## src/rtl/usb_rx_crc16_ctrl.sv

```systemverilog
// usb_rx_crc16_ctrl: packet-level sequencer for the USB receive CRC16 checker.
// Walks SYNC -> PID -> payload -> EOP, gates the CRC16 shifter, withholds the
// two trailing CRC bytes from the payload stream and reports packet OK/error.
module usb_rx_crc16_ctrl #(
  parameter int unsigned MAX_BYTES = 64,
  parameter int unsigned CNT_W     = 7
) (
  input  logic             clk,
  input  logic             rst,
  input  logic             start_detected,
  input  logic             shift_enable,
  input  logic             byte_received,
  input  logic [7:0]       rcv_data,
  input  logic             eop,
  input  logic             crc_check_16,
  output logic             crc_clear,
  output logic             crc_enable,
  output logic [3:0]       rx_pid,
  output logic [7:0]       rx_data,
  output logic             rx_data_valid,
  output logic [CNT_W-1:0] byte_count,
  output logic             packet_ok,
  output logic             packet_err,
  output logic             busy
);

  typedef enum logic [2:0] {
    S_IDLE,
    S_PID,
    S_DATA,
    S_DONE,
    S_ERR
  } state_t;

  localparam logic [7:0] PID_DATA0 = 8'hC3;
  localparam logic [7:0] PID_DATA1 = 8'h4B;

  state_t           state_q, state_d;
  logic [2:0]       bitcnt_q, bitcnt_d;
  logic [1:0]       held_q, held_d;
  logic [7:0]       h0_q, h0_d;
  logic [7:0]       h1_q, h1_d;
  logic [3:0]       rx_pid_q, rx_pid_d;
  logic [7:0]       rx_data_q, rx_data_d;
  logic             valid_q, valid_d;
  logic [CNT_W-1:0] cnt_q, cnt_d;
  logic             abort_q, abort_d;
  logic             overflow;
  logic             pid_ok;

  assign pid_ok = (rcv_data[3:0] == ~rcv_data[7:4]);

  // State and datapath registers with synchronous reset.
  always_ff @(posedge clk) begin
    if (rst) begin
      state_q   <= S_IDLE;
      bitcnt_q  <= '0;
      held_q    <= '0;
      h0_q      <= '0;
      h1_q      <= '0;
      rx_pid_q  <= '0;
      rx_data_q <= '0;
      valid_q   <= 1'b0;
      cnt_q     <= '0;
      abort_q   <= 1'b0;
    end else begin
      state_q   <= state_d;
      bitcnt_q  <= bitcnt_d;
      held_q    <= held_d;
      h0_q      <= h0_d;
      h1_q      <= h1_d;
      rx_pid_q  <= rx_pid_d;
      rx_data_q <= rx_data_d;
      valid_q   <= valid_d;
      cnt_q     <= cnt_d;
      abort_q   <= abort_d;
    end
  end

  // Next-state and datapath update; in DATA a coincident byte is absorbed
  // into the hold buffer before the eop judgement looks at buffer/counter.
  always_comb begin
    state_d   = state_q;
    bitcnt_d  = bitcnt_q;
    held_d    = held_q;
    h0_d      = h0_q;
    h1_d      = h1_q;
    rx_pid_d  = rx_pid_q;
    rx_data_d = rx_data_q;
    valid_d   = 1'b0;
    cnt_d     = cnt_q;
    abort_d   = 1'b0;
    overflow  = 1'b0;

    case (state_q)
      S_IDLE: begin
        if (start_detected) begin
          state_d = S_PID;
          cnt_d   = '0;
          held_d  = '0;
        end
      end

      S_PID: begin
        if (start_detected) begin
          abort_d = 1'b1;
          state_d = S_PID;
          cnt_d   = '0;
          held_d  = '0;
        end else if (eop) begin
          state_d = S_ERR;
        end else if (byte_received) begin
          if (!pid_ok) begin
            state_d = S_ERR;
          end else begin
            rx_pid_d = rcv_data[3:0];
            if (rcv_data == PID_DATA0 || rcv_data == PID_DATA1) begin
              state_d  = S_DATA;
              bitcnt_d = '0;
              held_d   = '0;
            end else begin
              state_d = S_DONE;
            end
          end
        end
      end

      S_DATA: begin
        if (start_detected) begin
          abort_d = 1'b1;
          state_d = S_PID;
          cnt_d   = '0;
          held_d  = '0;
        end else begin
          if (shift_enable) begin
            bitcnt_d = bitcnt_q + 3'd1;
          end
          if (byte_received) begin
            case (held_q)
              2'd0: begin
                h0_d   = rcv_data;
                held_d = 2'd1;
              end
              2'd1: begin
                h1_d   = rcv_data;
                held_d = 2'd2;
              end
              default: begin
                if (cnt_q >= CNT_W'(MAX_BYTES)) begin
                  overflow = 1'b1;
                end else begin
                  rx_data_d = h0_q;
                  valid_d   = 1'b1;
                  cnt_d     = cnt_q + CNT_W'(1);
                  h0_d      = h1_q;
                  h1_d      = rcv_data;
                end
              end
            endcase
          end
          if (overflow) begin
            state_d = S_ERR;
          end else if (eop) begin
            if (bitcnt_d != 3'd0 || held_d != 2'd2 || !crc_check_16) begin
              state_d = S_ERR;
            end else begin
              state_d = S_DONE;
            end
          end
        end
      end

      S_DONE, S_ERR: begin
        if (start_detected) begin
          state_d = S_PID;
          cnt_d   = '0;
          held_d  = '0;
        end else begin
          state_d = S_IDLE;
        end
      end

      default: state_d = S_IDLE;
    endcase
  end

  assign crc_clear     = (state_q == S_IDLE) || start_detected;
  assign crc_enable    = (state_q == S_DATA);
  assign rx_pid        = rx_pid_q;
  assign rx_data       = rx_data_q;
  assign rx_data_valid = valid_q;
  assign byte_count    = cnt_q;
  assign packet_ok     = (state_q == S_DONE);
  assign packet_err    = (state_q == S_ERR) || abort_q;
  assign busy          = (state_q != S_IDLE);

endmodule

```

## config.mk

```make
export PLATFORM = sky130hd
export DESIGN_NAME = usb_rx_crc16_ctrl
export DESIGN_NICKNAME = d
export VERILOG_FILES = /design/src/rtl/usb_rx_crc16_ctrl.sv
export SDC_FILE = /design/constraint.sdc
export NUM_CORES = 1
export LEC_CHECK = 0
export CORE_ASPECT_RATIO = 1.2
export CORE_UTILIZATION = 40
export DETAILED_ROUTE_END_ITERATION = 12
export PLACE_DENSITY_LB_ADDON = 0.1
export SYNTH_ARGS = -nofsm -noshare
export SYNTH_HDL_FRONTEND = slang
export SYNTH_SLANG_ARGS = --single-unit
```

## constraint.sdc

```tcl
create_clock -name clk -period 1.6 [get_ports clk]
set_clock_uncertainty 0.05 [all_clocks]
set_input_delay 0.4 -clock clk [delete_from_list [all_inputs] [get_ports clk]]
set_output_delay 0.4 -clock clk [all_outputs]
set_load 0.02 [all_outputs]
```

==> out/metrics.csv <==
stage,metric,value,unit
global_route,grt_pass1_vias,2140,
yosys,syn_inst,248,
place,place_area,3070,sq um
critical_path,slowest_stage,or3_4,
yosys,synth_nets,268,
drt,initialDrtViolationCount,126,
place,post-place-cells,388,
floorplanning,die_area,5870,sq um
sta,clock.fmax,545,MHz
sta,rsz0062_at_grt,yes,
cells_and_area,multi_input_area,1480,sq um
place,pre_cts_slack,-0.588,ns
critical_path,crit_cells,6,
yosys,synth-seq-cells,45,
yosys,synthArstFlopShare,0,
sta,min_period_over_period,1.15,
cells_and_area,layout.cell_area.non_filler,3620,sq um
yosys,synth_top_area_frac,0.404,
place,hpwl,3810,um
yosys,avgSynthCellArea,8.98,sq um
drt,drcViolationCount,0,
sta,worst_slack,-0.235,ns
sta,slew_violations,0,
yosys,synth_largest_area_cell,dfxtp_1,
floorplanning,pin_count,40,
critical_path,cp-start-kind,flip-flop,
global_route,grt_use_total,0.203,
drt,num_vias,2223,
drt,drtAntennaViolNets,0,
sta,worstMarginPinSlew,0.368,ns
cells_and_area,final_common_cell,buf_4,
floorplanning,die_w,70.1,um
worst_hold_path,hold_depth,2,
critical_path,rr_worst_depth,6,
yosys,synthTopCellsByArea,"dfxtp_1, mux2i_1, nor2_1",
cells_and_area,syn_to_final_growth,62.5,%
clock_tree,numCtsBuffers,5,
sta,min_period,1.84,ns
place,io_buffers,39,
status,status,"complete, but fails checks",
pwr,leakage,1.70,nW
clock_tree,cts_tree,built,
yosys,synthesis.area,2230,sq um
yosys,ys_seq_area_frac,0.404,
drt,viasPerCell,5.31,
drt,wl_per_cell,14.5,um
yosys,ys.flop_type,dfxtp_1,
floorplanning,rows,29,
status,violations,negative setup slack,
clock_tree,htree_levels,2,
yosys,synth-edff-count,0,
critical_path,cpLargestDelayFamily,compound AO/OA/AOI/OAI gates,
drt,dr.pass1.iters,4,
critical_path,crit_required,1.72,ns
clock_tree,hold_buffers,0,
critical_path,crit_type,flip-flop to flip-flop,
drt,wl,6060,um
clock_tree,clk_pin_slew,0.09,ns
clock_tree,clock_path_buffers,2,
global_route,grt_pass1_wl,9630,um
pwr,powerDensity,656,nW/um^2
critical_path,crit_chain,"or3_4, buf_6, a21oi_4, o41a_1, a222oi_1, a311oi_1",
cells_and_area,antenna_cells,0,
cells_and_area,final-instance-count-excl-fill,419,
critical_path,slowest_delay,0.42,ns
cells_and_area,layout-drive-gt1-share,0.381,
floorplanning,coreArea,5330,sq um
sta,maxSlewHeadroom,0.753,
sta,setup_violations,41,
yosys,synth_cell_types,47,
critical_path,worstPathArrival,1.95,ns
cells_and_area,fillers,441,
critical_path,crit_fanout,3,
floorplanning,initial_core_util,0.418,
pwr,p_total,2.37,mW
critical_path,crit_path_end_kind,flip-flop,
floorplanning,die_y,83.7,um
cells_and_area,seq_area,907,sq um
pwr,peakVddDrop,0.611,mV
worst_hold_path,hold_class,flip-flop to flip-flop,
run,drv_cap,0,
global_route,antenna_found_initial,0,
global_route,grt_max_degree,28,
cells_and_area,layout.nets,376,
global_route,grt_overflow,0,
sta,hold_viol,0,
cells_and_area,final_cell_mix,"buf_4, dfxtp_1, nor2_1, dlygate4sd2_1, mux2i_1",
yosys,yosysWarnings,0,
critical_path,crit_buf_inv,1,
clock_tree,cts_root_buf,clkbuf_8,
clock_tree,cts_sinks,45,
place,place_congestion,0.803,
clock_tree,clk_latency,0.30,ns
sta,timing.hold.ws,0.444,ns
==> path summary, 6_finish.rpt <==
kind,slack [ns],to,from
worst max-delay path,-0.24,state_q[1],state_q[1]
worst min-delay path,0.44,rx_pid[2],rx_pid[2]
worst max register to register,-0.24,state_q[1],state_q[1]
worst min register to register,0.44,rx_pid[2],rx_pid[2]
==> worst min-delay path, stage by stage, from the launching register on <==
cell and delay, ns:
dfxtp_1 0.33, mux2i_1 0.06, nor2_1 0.07
==> Yosys cell counts (all sizes together), types with 3 or more instances <==
| cell type | n |
|---|---|
| dfxtp | 45 |
| nor2 | 41 |
| mux2i | 30 |
| inv | 11 |
| nand2 | 9 |
| a211oi | 8 |
| buf | 8 |
| nor3 | 8 |
| a21oi | 7 |
| xnor2 | 7 |
| o21ai | 6 |
| clkbuf | 5 |
| ha | 5 |
| nand2b | 5 |
| nand3 | 5 |
| a31oi | 4 |
| nand4 | 4 |
| nor4 | 4 |
| or3 | 3 |
| xor2 | 3 |
==> power by group <==
| group | internal (mW) | switching, mW |
|---|---|---|
| logic | 0.194 | 0.176 |
| registers | 1.13 | 0.00609 |
| clock network | 0.469 | 0.400 |
| total | 1.79 | 0.582 |
==> routing by layer <==
| layer | GRT usage | wire length (um) |
|---|---|---|
| met5 | 0 | 0 |
| met4 | 0.0891 | 174 |
| met3 | 0.0350 | 182 |
| met2 | 0.363 | 3090 |
| met1 | 0.234 | 2610 |
==> per-stage QoR <==
stage	utilization	TNS [ns]
floorplan	-	-0.559
global placement	0.575	-20.24
detailed placement	0.575	-21.05
CTS	0.647	-3.81
global route	0.679	-6.13
finish	0.679	-3.22
==> flip-flops by register name, summed over array words and instances, names as in the netlist <==
signal	cells
state_q	3
byte_count	7
rx_data	8
abort_q	1
h1_q	8
h0_q	8
held_q	2
rx_pid	4
bitcnt_q	3
rx_data_valid	1
==> cell families (layout without fill, tap and decap cells) <==
group,after synthesis,in the layout,synth area share
adder cells (fa/ha/maj),5,5,0.0281
multiplexers,30,30,0.135
AND/OR/NAND/NOR,93,93,0.215
XOR/XNOR,10,10,0.0393
flip-flops,45,45,0.404
AO/OA/AOI/OAI,41,41,0.132
buffers and inverters,24,133,0.0466
==> repair_timing <==
item	CTS	global route
gates cloned	1	0
resized for setup	100	34
endpoints found under the setup margin	67	50
pin swaps	32	29
buffers inserted	20	4
endpoints found under the hold margin	0	0
==> cell type report <==
cell class	instances	share of cell area
multi-input cells	179	0.408
repair buffers	114	0.278
flip-flops and latches	45	0.251
well taps	62	0.0214
clock buffers	6	0.0200
inverters	11	0.0121
clock inverters	2	0.0107
(Power assumes the default switching activity.)
